--- src/rtl/alu_ctrl_pkg.sv ---
// Shared encodings for the ALU controller: ALU codes, funct/ALUOp values, sequencer states.
// Consumers may be built with ALU_CTRL_DIV_EN to enable the divide group.
package alu_ctrl_pkg;

  localparam logic [3:0] ALU_AND  = 4'b0000;
  localparam logic [3:0] ALU_OR   = 4'b0001;
  localparam logic [3:0] ALU_ADD  = 4'b0010;
  localparam logic [3:0] ALU_SUB  = 4'b0110;
  localparam logic [3:0] ALU_SLT  = 4'b0111;
  localparam logic [3:0] ALU_SLTU = 4'b1000;
  localparam logic [3:0] ALU_SRA  = 4'b1001;
  localparam logic [3:0] ALU_SRAV = 4'b1010;
  localparam logic [3:0] ALU_LUI  = 4'b1011;
  localparam logic [3:0] ALU_MUL  = 4'b1100;
  localparam logic [3:0] ALU_DIV  = 4'b1101;
  localparam logic [3:0] ALU_MFHI = 4'b1110;
  localparam logic [3:0] ALU_MFLO = 4'b1111;

  localparam logic [5:0] FN_SRA   = 6'h03;
  localparam logic [5:0] FN_SRAV  = 6'h07;
  localparam logic [5:0] FN_MFHI  = 6'h10;
  localparam logic [5:0] FN_MFLO  = 6'h12;
  localparam logic [5:0] FN_MULT  = 6'h18;
  localparam logic [5:0] FN_MULTU = 6'h19;
  localparam logic [5:0] FN_DIV   = 6'h1a;
  localparam logic [5:0] FN_DIVU  = 6'h1b;
  localparam logic [5:0] FN_ADD   = 6'h20;
  localparam logic [5:0] FN_SUB   = 6'h22;
  localparam logic [5:0] FN_AND   = 6'h24;
  localparam logic [5:0] FN_OR    = 6'h25;
  localparam logic [5:0] FN_SLT   = 6'h2a;
  localparam logic [5:0] FN_SLTU  = 6'h2b;

  localparam logic [2:0] OP_RTYPE = 3'b000;
  localparam logic [2:0] OP_BEQ   = 3'b001;
  localparam logic [2:0] OP_ADDI  = 3'b010;
  localparam logic [2:0] OP_SLTIU = 3'b011;
  localparam logic [2:0] OP_ORI   = 3'b100;
  localparam logic [2:0] OP_LUI   = 3'b101;

  typedef enum logic [0:0] {
    ST_IDLE = 1'b0,
    ST_MD   = 1'b1
  } md_state_e;

endpackage

--- src/rtl/md_seq_counter.sv ---
// Loadable down-counter tracking multiply/divide latency; abort clears it at once.
module md_seq_counter #(
  parameter int CNT_W = 3
) (
  input  logic             clk,
  input  logic             rst,
  input  logic             load,
  input  logic [CNT_W-1:0] load_val,
  input  logic             abort,
  output logic             busy,
  output logic             last
);

  logic [CNT_W-1:0] cnt_r;

  // Count register: saturates at zero, so it never wraps.
  always_ff @(posedge clk) begin
    if (rst) begin
      cnt_r <= {CNT_W{1'b0}};
    end else if (abort) begin
      cnt_r <= {CNT_W{1'b0}};
    end else if (load) begin
      cnt_r <= load_val;
    end else if (cnt_r != {CNT_W{1'b0}}) begin
      cnt_r <= cnt_r - {{(CNT_W-1){1'b0}}, 1'b1};
    end else begin
      cnt_r <= cnt_r;
    end
  end

  assign busy = (cnt_r != {CNT_W{1'b0}});
  assign last = (cnt_r == {{(CNT_W-1){1'b0}}, 1'b1});

endmodule

--- src/rtl/alu_ctrl_seq.sv ---
// ALU control decoder with HI/LO multiply/divide sequencer for the EX stage.
// Define ALU_CTRL_DIV_EN to decode and sequence div/divu.
module alu_ctrl_seq
  import alu_ctrl_pkg::*;
#(
  parameter int FUNCT_W             = 6,
  parameter int ALUOP_W             = 3,
  parameter int CTRL_W              = 4,
  parameter int unsigned MUL_CYCLES = 4,
  parameter int unsigned DIV_CYCLES = 32
) (
  input  logic               clk_i,
  input  logic               rst_i,
  input  logic               valid_i,
  input  logic               flush_i,
  input  logic [FUNCT_W-1:0] funct_i,
  input  logic [ALUOP_W-1:0] ALUOp_i,
  output logic [CTRL_W-1:0]  ALUCtrl_o,
  output logic               illegal_o,
  output logic               md_start_o,
  output logic               md_div_o,
  output logic               md_signed_o,
  output logic               busy_o,
  output logic               stall_o,
  output logic               hilo_we_o
);

`ifdef ALU_CTRL_DIV_EN
  localparam int unsigned CNT_MAX = (MUL_CYCLES > DIV_CYCLES) ? MUL_CYCLES : DIV_CYCLES;
`else
  // MUL_CYCLES is at least 1, so DIV_CYCLES never contributes here.
  localparam int unsigned CNT_MAX = (MUL_CYCLES > 32'd0) ? MUL_CYCLES : DIV_CYCLES;
`endif
  localparam int CNT_W = $clog2(CNT_MAX + 32'd1);

  logic [3:0]       alu_ctrl_s;
  logic             unknown_s;
  logic             md_op_s;
  logic             md_div_s;
  logic             md_signed_s;
  logic             hilo_rd_s;
  logic             accept_s;
  logic             busy_s;
  logic             stall_s;
  logic             cnt_busy_s;
  logic             cnt_last_s;
  logic [CNT_W-1:0] load_val_s;
  md_state_e        state_r;
  md_state_e        state_nxt_s;

  // Instruction decode: funct for R-type, otherwise the ALUOp class.
  always_comb begin
    alu_ctrl_s  = ALU_AND;
    unknown_s   = 1'b0;
    md_op_s     = 1'b0;
    md_div_s    = 1'b0;
    md_signed_s = 1'b0;
    hilo_rd_s   = 1'b0;
    case (ALUOp_i)
      OP_RTYPE: begin
        case (funct_i)
          FN_ADD:   alu_ctrl_s = ALU_ADD;
          FN_SUB:   alu_ctrl_s = ALU_SUB;
          FN_AND:   alu_ctrl_s = ALU_AND;
          FN_OR:    alu_ctrl_s = ALU_OR;
          FN_SLT:   alu_ctrl_s = ALU_SLT;
          FN_SLTU:  alu_ctrl_s = ALU_SLTU;
          FN_SRA:   alu_ctrl_s = ALU_SRA;
          FN_SRAV:  alu_ctrl_s = ALU_SRAV;
          FN_MFHI: begin
            alu_ctrl_s = ALU_MFHI;
            hilo_rd_s  = 1'b1;
          end
          FN_MFLO: begin
            alu_ctrl_s = ALU_MFLO;
            hilo_rd_s  = 1'b1;
          end
          FN_MULT: begin
            alu_ctrl_s  = ALU_MUL;
            md_op_s     = 1'b1;
            md_signed_s = 1'b1;
          end
          FN_MULTU: begin
            alu_ctrl_s = ALU_MUL;
            md_op_s    = 1'b1;
          end
`ifdef ALU_CTRL_DIV_EN
          FN_DIV: begin
            alu_ctrl_s  = ALU_DIV;
            md_op_s     = 1'b1;
            md_div_s    = 1'b1;
            md_signed_s = 1'b1;
          end
          FN_DIVU: begin
            alu_ctrl_s = ALU_DIV;
            md_op_s    = 1'b1;
            md_div_s   = 1'b1;
          end
`endif
          default:  unknown_s = 1'b1;
        endcase
      end
      OP_BEQ:   alu_ctrl_s = ALU_SUB;
      OP_ADDI:  alu_ctrl_s = ALU_ADD;
      OP_SLTIU: alu_ctrl_s = ALU_SLTU;
      OP_ORI:   alu_ctrl_s = ALU_OR;
      OP_LUI:   alu_ctrl_s = ALU_LUI;
      default:  unknown_s  = 1'b1;
    endcase
  end

  assign busy_s   = (state_r == ST_MD);
  assign stall_s  = valid_i & busy_s & (md_op_s | hilo_rd_s);
  assign accept_s = ~rst_i & valid_i & md_op_s & ~stall_s & ~flush_i & (state_r == ST_IDLE);

`ifdef ALU_CTRL_DIV_EN
  assign load_val_s = md_div_s ? CNT_W'(DIV_CYCLES) : CNT_W'(MUL_CYCLES);
`else
  assign load_val_s = CNT_W'(MUL_CYCLES);
`endif

  md_seq_counter #(
    .CNT_W (CNT_W)
  ) u_cnt (
    .clk      (clk_i),
    .rst      (rst_i),
    .load     (accept_s),
    .load_val (load_val_s),
    .abort    (flush_i & busy_s),
    .busy     (cnt_busy_s),
    .last     (cnt_last_s)
  );

  // Sequencer state register.
  always_ff @(posedge clk_i) begin
    if (rst_i) begin
      state_r <= ST_IDLE;
    end else begin
      state_r <= state_nxt_s;
    end
  end

  // Next state: leave MD on the last counted cycle or on flush.
  always_comb begin
    state_nxt_s = state_r;
    case (state_r)
      ST_IDLE: begin
        if (accept_s) begin
          state_nxt_s = ST_MD;
        end else begin
          state_nxt_s = ST_IDLE;
        end
      end
      ST_MD: begin
        if (flush_i || cnt_last_s) begin
          state_nxt_s = ST_IDLE;
        end else begin
          state_nxt_s = ST_MD;
        end
      end
      default: state_nxt_s = ST_IDLE;
    endcase
  end

  assign ALUCtrl_o   = CTRL_W'(alu_ctrl_s);
  assign illegal_o   = valid_i & unknown_s;
  assign md_start_o  = accept_s;
  assign md_div_o    = accept_s & md_div_s;
  assign md_signed_o = accept_s & md_signed_s;
  assign busy_o      = busy_s;
  assign stall_o     = stall_s;
  // A flushed or reset completion must not update HI/LO.
  assign hilo_we_o   = ~rst_i & ~flush_i & busy_s & cnt_busy_s & cnt_last_s;

endmodule
--- config.mk ---
export PLATFORM = sky130hd
export DESIGN_NAME = alu_ctrl_seq
export DESIGN_NICKNAME = d
export VERILOG_FILES = /design/src/rtl/alu_ctrl_pkg.sv /design/src/rtl/md_seq_counter.sv /design/src/rtl/alu_ctrl_seq.sv
export SDC_FILE = /design/constraint.sdc
export NUM_CORES = 1
export LEC_CHECK = 0
export ABC_CLOCK_PERIOD_IN_PS = 2400
export BUFFER_PORTS_ARGS = -buffer_cell sky130_fd_sc_hd__buf_2
export CAP_MARGIN = 0
export CORE_MARGIN = 2
export CORE_UTILIZATION = 47
export CTS_CLUSTER_DIAMETER = 30
export DETAILED_ROUTE_END_ITERATION = 8
export PLACE_DENSITY_LB_ADDON = 0.15
export SYNTH_ARGS = -nofsm -noshare
export SYNTH_HDL_FRONTEND = slang
export SYNTH_HIERARCHICAL = 1
export SYNTH_SLANG_ARGS = --single-unit
--- constraint.sdc ---
create_clock -name clk_i -period 2.4 [get_ports clk_i]
set_input_delay 0.12 -clock clk_i [delete_from_list [all_inputs] [get_ports clk_i]]
set_output_delay 0.12 -clock clk_i [all_outputs]
set_load 0.01 [all_outputs]
==> flow_metrics.tcl <==
set metrics [dict create \
    synth_cell_types 44 \
    firstDrtPassIters 4 \
    num_antenna_cells 0 \
    wl_per_cell_um 11.47 \
    antenna_found_initial 0 \
    path_clk_slew_ns 0.05 \
    hp-class "in2reg" \
    die_y_um 40.74 \
    cts_hold_buf 0 \
    cts_setup_buffers 0 \
    pwr-share-seq_pct 22.4 \
    fin_util_pct 60.18 \
    crit_arrival_ns 1.75 \
    pwr-share-comb_pct 59.4 \
    netlist.area_leader.share_pct 12.62 \
    hold_violations 0 \
    cts_max_level 1 \
    timing.rr.end "u_cnt/cnt_r[0]" \
    cap_viol_max_count 0 \
    via_count 632 \
    outcome "finished clean" \
    dieArea_mm2 0.001660 \
    mappedNetlistArea_um2 634.4 \
    worst_pin_slew_ns 0.5751 \
    ff2ff_setup_slack_ns 0.67 \
    postLayoutCellArea_um2 773.2 \
    p_int_uw 302.3 \
    required_ns 2.28 \
    skew_ns 0.007021 \
    cts.root.buffer_cell "clkbuf_4" \
    placed_area_um2 750.7 \
    numCtsBuffers 3 \
    seq_area_frac_synth_pct 12.62 \
    drcViolationCount 0 \
    p_leak_uw 0.0003478 \
    ctsResizeCount 0 \
    grt_pass1_vias 515 \
    final_nets 121 \
    grt-ovfl-total 0 \
    ys_ff_latch 4 \
    rows 13 \
    core-area_mm2 0.001285 \
    slew_headroom_pct 61.34 \
    synth_common_cells "inv_1, nand2_1, a211oi_1, dfxtp_1" \
    syn_avg_cell_area_um2 7.929 \
    cts_tree "yes" \
    grt_max_degree 10 \
    syn_inst 80 \
    synth.area.top_cells "dfxtp_1, ha_1, a211oi_1" \
    cts_max_path_buffers 2 \
    grtUsageTotal_pct 19.12 \
    grt_pass1_wl_mm 2.125 \
    power_density_mw_per_mm2 632.9 \
    startpoint_type "primary input" \
    area_growth_pct 21.89 \
    pin_count 24 \
    layout-drive-gt1-share_pct 38.83 \
    switching_share_pct 38.22 \
    place_hpwl_mm 1.070 \
    dr.first_iter.drc_count 5 \
    yosys_warnings 6 \
    p_total_uw 489.4 \
    initial_core_util_pct 49.37 \
    hp-start "flush_i" \
    peakVddDrop_v 0.0004713 \
    clockPowerShare_pct 18.2 \
    rsz0062_at_grt "false" \
    whs_endpoint "busy_o" \
    clk_latency_ns 0.24 \
    max_freq_mhz 534.2 \
    synth_top_area_cell "dfxtp_1" \
    place_inst 115 \
    finalSetupViolCount 0 \
    rr_startpoint "busy_o" \
    finalSetupTns_ns 0 \
    power.switching_uw 187.1 \
    synth-async-reset-ratio_pct 0 \
    portBuffers 22 \
    ant_nets 0 \
    reg2reg_depth 4 \
    gp_congestion 0.7651 \
    synth_ff_type "dfxtp_1" \
    crit_path_end_kind "output port" \
    clkSinkCount 4 \
    whs_path_depth 2 \
    critPathKind "in2out" \
    synth_edf_count 0 \
    drv_slew 0 \
    fin_crit_ns 1.872 \
    crit_fanout 8 \
    fp.dieW_um 40.74 \
    viasPerCell 5.356 \
    period_share_pct 78.00 \
    finalNonFillerCells 118 \
    wl_mm 1.354 \
]
[registers in the layout, indices dropped and copies added, names as in the netlist]
name         flops
u_cnt/cnt_r      3
busy_o           1
[how the worst max path moves through the flow]
stage | from | end | slack [ns] | cells after the start
final | ALUOp_i[1] | md_signed_o | 0.53 | 7
after global routing | ALUOp_i[1] | md_signed_o | 0.38 | 7
after CTS | ALUOp_i[1] | md_signed_o | 0.54 | 7
after detailed placement | ALUOp_i[1] | u_cnt/cnt_r[0] | 0.41 | 7
after global placement | ALUOp_i[1] | u_cnt/cnt_r[0] | 0.51 | 7
after floorplan | ALUOp_i[2] | u_cnt/cnt_r[0] | 0.41 | 7
[cells in the final DEF, fill, tap and decap left out, types with 2 or more instances in the layout]
cell      instances
a211oi_1          4
a21oi_1           2
a31oi_1           3
and2b_2           2
buf_2            22
clkbuf_4          3
conb_1            4
dfxtp_1           4
ha_1              3
inv_1             5
nand2_1           5
nand3_1           3
nand3b_1          2
nor2_1            2
nor2b_1           3
nor3_1            2
nor3b_1           2
o21ai_0           2
o21ai_1           3
xor2_1            3
[stage by stage]
| step | setup slack (ns) | hold WS, ns |
|---|---|---|
| 6_report | 0.5279 | 0.09625 |
| 5_1_grt | 0.3765 | 0.1112 |
| 4_1_cts | 0.5425 | 0.09178 |
| 3_5_place_dp | 0.4053 | 0.3431 |
| 3_3_place_gp | 0.5100 | 0.3421 |
| 2_1_floorplan | 0.4106 | 0.1885 |
[worst max-delay path, stage by stage]
cell and delay (ns):
buf_2 0.15, nor4b_4 0.32, nand4_1 0.17, nor4_2 0.46
buf_4 0.23, nor3b_2 0.15, buf_2 0.15
[cell type report]
class                           instances  area, um^2
Multi-Input combinational cell         68       515.5
Fill cell                             123       511.7
Timing Repair Buffer                   23       117.6
Sequential cell                         4       80.08
Clock buffer                            3       22.52
Inverter                                5       18.77
Tap cell                               15       18.77
[cells by family (layout without fill, tap and decap cells)]
family          count (synthesis)  in the layout  synth area share [%]
mux                             2              2                 4.141
simple gates                   37             37                 43.20
fa+ha+maj                       3              3                 5.918
other cells                     2              4                 1.184
flops                           4              4                 12.62
compound gates                 19             19                 21.50
buf+inv                        10             31                 7.297
xor+xnor                        3              3                 4.143
[power groups by stage]
stage               Clock (uW)  Combinational, uW  Sequential (uW)
floorplan                    0                233              107
global placement             0                285              110
detailed placement           0                290              111
CTS                       89.5                293              110
global route              92.6                324              115
finish                    88.9                291              110
[layer usage]
layer,GRT usage [%],vias up,routed length (um)
met3,4.891,0,72
met4,5.000,0,0
met1,27.18,278,711
met2,28.17,20,570
met5,0,-,0
li1,-,334,-
Note: power is estimated with default switching activity, not from simulation.
